### config.mk
export PLATFORM = sky130hd
export DESIGN_NAME = truth_table_sequencer_flat
export DESIGN_NICKNAME = d
export VERILOG_FILES = /design/src/rtl/truth_table_sequencer_if.sv /design/src/rtl/truth_table_sequencer.sv /design/src/flat_wrapper.sv
export SDC_FILE = /design/constraint.sdc
export NUM_CORES = 1
export LEC_CHECK = 0
export CAP_MARGIN = 0
export CORE_ASPECT_RATIO = 0.9
export CORE_MARGIN = 4
export CORE_UTILIZATION = 55
export DETAILED_ROUTE_END_ITERATION = 7
export GPL_TIMING_DRIVEN = 0
export HOLD_SLACK_MARGIN = 0.15
export PLACE_DENSITY = 0.83
export SYNTH_ARGS = -nofsm -noshare
export SYNTH_HDL_FRONTEND = slang
export SYNTH_SLANG_ARGS = --single-unit
### constraint.sdc
create_clock -name clk -period 4.15 [get_ports clk]
set_clock_uncertainty 0.05 [all_clocks]
set_input_delay 0.415 -clock clk [delete_from_list [all_inputs] [get_ports clk]]
set_output_delay 0.415 -clock clk [all_outputs]
set_load 0.02 [all_outputs]
### src/rtl/truth_table_sequencer_if.sv
// Bus between the truth-table sequencer and its driver/observer.
// Optional mismatch-capture signals appear when TTS_MISMATCH_CAPTURE_EN is defined.
interface truth_table_sequencer_if #(
    parameter int N_IN = 4
);
    logic                   start;
    logic                   abort;
    logic                   f_in;
    logic [N_IN-1:0]        vec;
    logic                   busy;
    logic                   done;
    logic                   pass;
    logic [(1<<N_IN)-1:0]   table_q;
`ifdef TTS_MISMATCH_CAPTURE_EN
    logic [N_IN-1:0]        first_bad;
    logic [N_IN:0]          bad_cnt;

    modport master (output start, abort, f_in,
                    input  vec, busy, done, pass, table_q, first_bad, bad_cnt);
    modport slave  (input  start, abort, f_in,
                    output vec, busy, done, pass, table_q, first_bad, bad_cnt);
`else
    modport master (output start, abort, f_in,
                    input  vec, busy, done, pass, table_q);
    modport slave  (input  start, abort, f_in,
                    output vec, busy, done, pass, table_q);
`endif
endinterface

### src/rtl/truth_table_sequencer.sv
// Exhaustive sweep of an N_IN-input combinational function, capturing f_in into table_q and
// comparing to EXPECTED. Define TTS_MISMATCH_CAPTURE_EN to add first_bad / bad_cnt outputs.
module truth_table_sequencer #(
    parameter int                   N_IN     = 4,
    parameter int                   SETTLE   = 2,
    parameter logic [(1<<N_IN)-1:0] EXPECTED = 16'h0DD0
) (
    input logic                    clk,
    input logic                    rst,
    truth_table_sequencer_if.slave bus
);
    localparam int         W         = 1 << N_IN;
    localparam logic [3:0] HOLD_INIT = 4'(SETTLE);

    typedef enum logic [1:0] {IDLE, RUN, DONE} state_t;

    state_t          state, state_nxt;
    logic [N_IN-1:0] vec;
    logic [3:0]      hold;
    logic [W-1:0]    table_q, table_nxt;
    logic            pass;
    logic            go, last, sample;

    // abort beats start in IDLE; abort in RUN also suppresses that edge's sample
    assign go     = (state == IDLE) && bus.start && !bus.abort;
    assign last   = (vec == {N_IN{1'b1}});
    assign sample = (state == RUN) && !bus.abort && (hold == 4'd0);

    always_comb begin
        table_nxt      = table_q;
        table_nxt[vec] = bus.f_in;
    end

    always_ff @(posedge clk) begin
        if (rst) state <= IDLE;
        else     state <= state_nxt;
    end

    always_comb begin
        state_nxt = state;
        case (state)
            IDLE:    if (go) state_nxt = RUN;
            RUN:     if (bus.abort) state_nxt = IDLE;
                     else if (sample && last) state_nxt = DONE;
            DONE:    state_nxt = IDLE;
            default: state_nxt = IDLE;
        endcase
    end

    always_comb begin
        bus.busy = (state == RUN);
        bus.done = (state == DONE);
    end

    // pass is computed from the final table on the closing edge so it is valid alongside done
    always_ff @(posedge clk) begin
        if (rst) begin
            vec     <= '0;
            hold    <= 4'd0;
            table_q <= '0;
            pass    <= 1'b0;
        end else if (go) begin
            vec     <= '0;
            hold    <= HOLD_INIT;
            table_q <= '0;
            pass    <= 1'b0;
        end else if (state == RUN) begin
            if (bus.abort) begin
                vec  <= '0;
                pass <= 1'b0;
            end else if (sample) begin
                table_q <= table_nxt;
                if (last) begin
                    vec  <= '0;
                    pass <= (table_nxt == EXPECTED);
                end else begin
                    vec  <= vec + N_IN'(1);
                    hold <= HOLD_INIT;
                end
            end else begin
                hold <= hold - 4'd1;
            end
        end
    end

    assign bus.vec     = vec;
    assign bus.table_q = table_q;
    assign bus.pass    = pass;

`ifdef TTS_MISMATCH_CAPTURE_EN
    logic [N_IN-1:0] first_bad;
    logic [N_IN:0]   bad_cnt;

    // a zero count doubles as "no mismatch seen yet"
    always_ff @(posedge clk) begin
        if (rst || go) begin
            first_bad <= '0;
            bad_cnt   <= '0;
        end else if (sample && (bus.f_in != EXPECTED[vec])) begin
            if (bad_cnt == '0) first_bad <= vec;
            bad_cnt <= bad_cnt + (N_IN+1)'(1);
        end
    end

    assign bus.first_bad = first_bad;
    assign bus.bad_cnt   = bad_cnt;
`endif
endmodule

### src/flat_wrapper.sv
// flat-port wrapper written by rule: the top's interface ports become plain ports
module truth_table_sequencer_flat 
#(
    parameter int                   N_IN     = 4,
    parameter int                   SETTLE   = 2,
    parameter logic [(1<<N_IN)-1:0] EXPECTED = 16'h0DD0
)
  (clk, rst, bus_start, bus_abort, bus_f_in, bus_vec, bus_busy, bus_done, bus_pass, bus_table_q);
  truth_table_sequencer_if #(.N_IN(N_IN)) bus_i ();
  input logic clk;
  input logic rst;
  input wire logic [$bits(bus_i.start)-1:0] bus_start;
  input wire logic [$bits(bus_i.abort)-1:0] bus_abort;
  input wire logic [$bits(bus_i.f_in)-1:0] bus_f_in;
  output wire logic [$bits(bus_i.vec)-1:0] bus_vec;
  output wire logic [$bits(bus_i.busy)-1:0] bus_busy;
  output wire logic [$bits(bus_i.done)-1:0] bus_done;
  output wire logic [$bits(bus_i.pass)-1:0] bus_pass;
  output wire logic [$bits(bus_i.table_q)-1:0] bus_table_q;
  assign bus_i.start = bus_start;
  assign bus_i.abort = bus_abort;
  assign bus_i.f_in = bus_f_in;
  assign bus_vec = bus_i.vec;
  assign bus_busy = bus_i.busy;
  assign bus_done = bus_i.done;
  assign bus_pass = bus_i.pass;
  assign bus_table_q = bus_i.table_q;
  truth_table_sequencer #(.N_IN(N_IN), .SETTLE(SETTLE), .EXPECTED(EXPECTED)) u_core (.clk(clk), .rst(rst), .bus(bus_i));
endmodule
==> impl_metrics.env <==
export IMPL_start_kind="flip-flop"
export IMPL_dr_pass1_iters=4
export IMPL_syn_inst=188
export IMPL_initial_utilization_pct=60.0
export IMPL_final_cell_mix="nor2_1, clkdlybuf4s50_1, dfxtp_1, mux2i_1, nand3_1"
export IMPL_combPwrFrac_pct=11.2
export IMPL_die_area_um2=3720
export IMPL_htree_levels=1
export IMPL_die_w_um=63.9
export IMPL_slowest_delay_ns=0.49
export IMPL_wirelength_um=3840
export IMPL_r2r_slack_ns=1.87
export IMPL_routedWlPerCell_um=14.9
export IMPL_drtIter0Drc=104
export IMPL_finalHoldViolations=0
export IMPL_syn_area_um2=1540
export IMPL_synth_nets=199
export IMPL_hold_buffers=0
export IMPL_power_mw=0.434
export IMPL_diodes=0
export IMPL_cp_top_family="simple AND/OR/NAND/NOR gates"
export IMPL_power_switching_mw=0.114
export IMPL_final_common_cell="nor2_1"
export IMPL_worst_path_max_delay_cell="dfxtp_1"
export IMPL_clk_pin_slew_ns=0.16
export IMPL_core_um2=2570
export IMPL_finalInstanceArea_um2=1890
export IMPL_clkPwrFrac_pct=27.4
export IMPL_place_congestion=0.843
export IMPL_cts_root_buf="clkbuf_4"
export IMPL_final_min_clock_period_ns=2.28
export IMPL_fin_tns_setup_ns=0
export IMPL_yosys_register_bits=27
export IMPL_finalSetupViolCount=0
export IMPL_drtAntennaViolNets=0
export IMPL_antenna_found_initial=0
export IMPL_rows=17
export IMPL_fillers=204
export IMPL_end_kind="flip-flop"
export IMPL_yosys_warnings=0
export IMPL_area_growth_pct=22.3
export IMPL_cts_tree="done"
export IMPL_multi_input_area_um2=907
export IMPL_seqPwrFrac_pct=61.3
export IMPL_cts_sinks=27
export IMPL_via_per_inst=5.66
export IMPL_cp_max_fo=10
export IMPL_vias=1455
export IMPL_drc_errors=0
export IMPL_dpl_cell_area_um2=1860
export IMPL_cellLeakagePower_nw=0.761
export IMPL_required_ns=4.35
export IMPL_slew_violations=0
export IMPL_status="finished, final reports clean"
export IMPL_hold_path_class="reg -> reg"
export IMPL_cts_setup_buffers=0
export IMPL_critPathBufInv=1
export IMPL_period_share_pct=55.0
export IMPL_cp_arrival_ns=2.48
export IMPL_worstSetupPathType="reg -> reg"
export IMPL_regArea_um2=541
export IMPL_ioPinCount=28
export IMPL_portBuffers=27
export IMPL_die_h_um=58.3
export IMPL_cts_made_buffers=3
export IMPL_drive_above_1_share_pct=8.22
export IMPL_gr_total_overflow=0
export IMPL_power_density_nw_per_um2=230
export IMPL_worst_pin_slew_ns=0.448
export IMPL_worstPathCellList="ha_1, clkbuf_1, nand3b_1, mux2i_1, nor4_1, nand3_1, o31ai_1"
export IMPL_cap_viol_max_count=0
export IMPL_track_usage_pct=21.5
export IMPL_max_freq_mhz=438
export IMPL_grt_pass1_vias=1430
export IMPL_grt_start_max_net_pins=15
export IMPL_fin_nets=231
export IMPL_cts_resized=0
export IMPL_syn_area_per_cell_um2=8.21
export IMPL_clk_insertion_delay_late_ns=0.33
export IMPL_rsz0062_at_grt="no"
export IMPL_synthDistinctLibCells=39
export IMPL_ys_seq_area_share_pct=35.0
export IMPL_clock_path_buffers=2
export IMPL_slew_headroom_pct=70.1
export IMPL_sw_frac_of_total_pct=26.2
export IMPL_intPower_mw=0.320
export IMPL_grt_pass1_wl_um=6410
export IMPL_hpwl_um=2830
export IMPL_vdd_drop_max_mv=0.213
[synthesized netlist by cell type (all sizes together)]
| cell type | count | area [um2] |
|---|---|---|
| mux2i | 17 | 170 |
| nor4 | 3 | 18.8 |
| nor4b | 1 | 8.76 |
| and4b | 1 | 10.0 |
| a21oi | 9 | 45.0 |
| o22ai | 1 | 6.26 |
| ha | 6 | 75.1 |
| and2 | 2 | 12.5 |
| inv | 7 | 26.3 |
| a22oi | 1 | 7.51 |
| mux2 | 2 | 22.5 |
| nor2 | 29 | 111 |
| a211oi | 5 | 37.5 |
| buf | 9 | 55.1 |
| o211ai | 1 | 7.51 |
| nand2 | 11 | 41.3 |
| o31ai | 1 | 7.51 |
| nor3b | 1 | 18.8 |
| nor3 | 3 | 15.0 |
| nand2b | 2 | 12.5 |
| clkbuf | 4 | 15.0 |
| o2111a | 1 | 11.3 |
| nand4 | 2 | 12.5 |
| a211o | 1 | 8.76 |
| or3 | 1 | 6.26 |
| o21ai | 6 | 30.0 |
| dfxtp | 27 | 541 |
| or2 | 1 | 6.26 |
| nor2b | 8 | 50.1 |
| and3 | 3 | 18.8 |
| a21bo | 1 | 10.0 |
| a222oi | 1 | 10.0 |
| nand3 | 15 | 75.1 |
| or3b | 1 | 8.76 |
| xnor2 | 1 | 8.76 |
| nand3b | 3 | 22.5 |
[metrics by stage]
step | cells | hold slack [ns] | setup WS, ns | util (%)
final | 257 | 0.488 | 1.87 | 73.4
after global routing | 257 | 0.507 | 1.66 | 73.4
after CTS | 257 | 0.485 | 1.92 | 73.4
after detailed placement | 253 | 0.465 | 1.71 | 72.3
after global placement | 253 | 0.451 | 1.83 | 72.3
after floorplan | 188 | 0.434 | 2.20 | -
[per-layer routing]
metal	GRT usage [%]	up-vias	routed length, um
met4	6.15	0	54
met2	37.4	51	1830
li1	-	716	-
met3	5.43	8	218
met5	0	-	0
met1	26.4	680	1740
[state kept, by name, summed over array words and instances, names as in the netlist]
| name | flops |
|---|---|
| u_core.bus.pass | 1 |
| u_core.bus.table_q | 16 |
| u_core.hold | 4 |
| u_core.bus.vec | 4 |
| u_core.state | 2 |
[kinds of logic after synthesis]
group / share of synthesized area [%]
DFF: 35.0
adders and majority gates: 4.86
buffers and inverters: 6.24
muxes: 12.5
xor gates and xnor gates: 0.567
and+or+nand+nor: 29.1
AOI/OAI and AO/OA: 11.8
[path summary, 6_finish.rpt]
kind	startpoint	end	depth (start not counted)
hold / removal	u_core.bus.table_q[12]	u_core.bus.table_q[12]	2
hold reg to reg	u_core.bus.table_q[12]	u_core.bus.table_q[12]	2
setup / recovery	u_core.bus.vec[0]	u_core.bus.pass	7
setup reg to reg	u_core.bus.vec[0]	u_core.bus.pass	7
[power by group through the flow]
stage	clock [mW]	sequential [mW]	combinational, mW
5_1_grt	0.134	0.267	0.0535
4_1_cts	0.121	0.266	0.0485
3_3_place_gp	0	0.271	0.0468
3_5_place_dp	0	0.272	0.0484
2_1_floorplan	0	0.273	0.0282
6_report	0.119	0.266	0.0488
[cell type report]
class | count | area share (%)
multi-input combinational | 141 | 48.0
buffer | 13 | 3.71
clock buffer | 4 | 1.39
tap | 38 | 2.52
inverter | 7 | 1.39
sequential | 27 | 28.6
timing repair buffer | 27 | 14.3
[worst min-delay path, stage by stage, from the launching register on]
cell,delay [ns]
dfxtp_1,0.35
nor2_1,0.10
a211oi_1,0.05
Power figures use the tool's default switching activity.
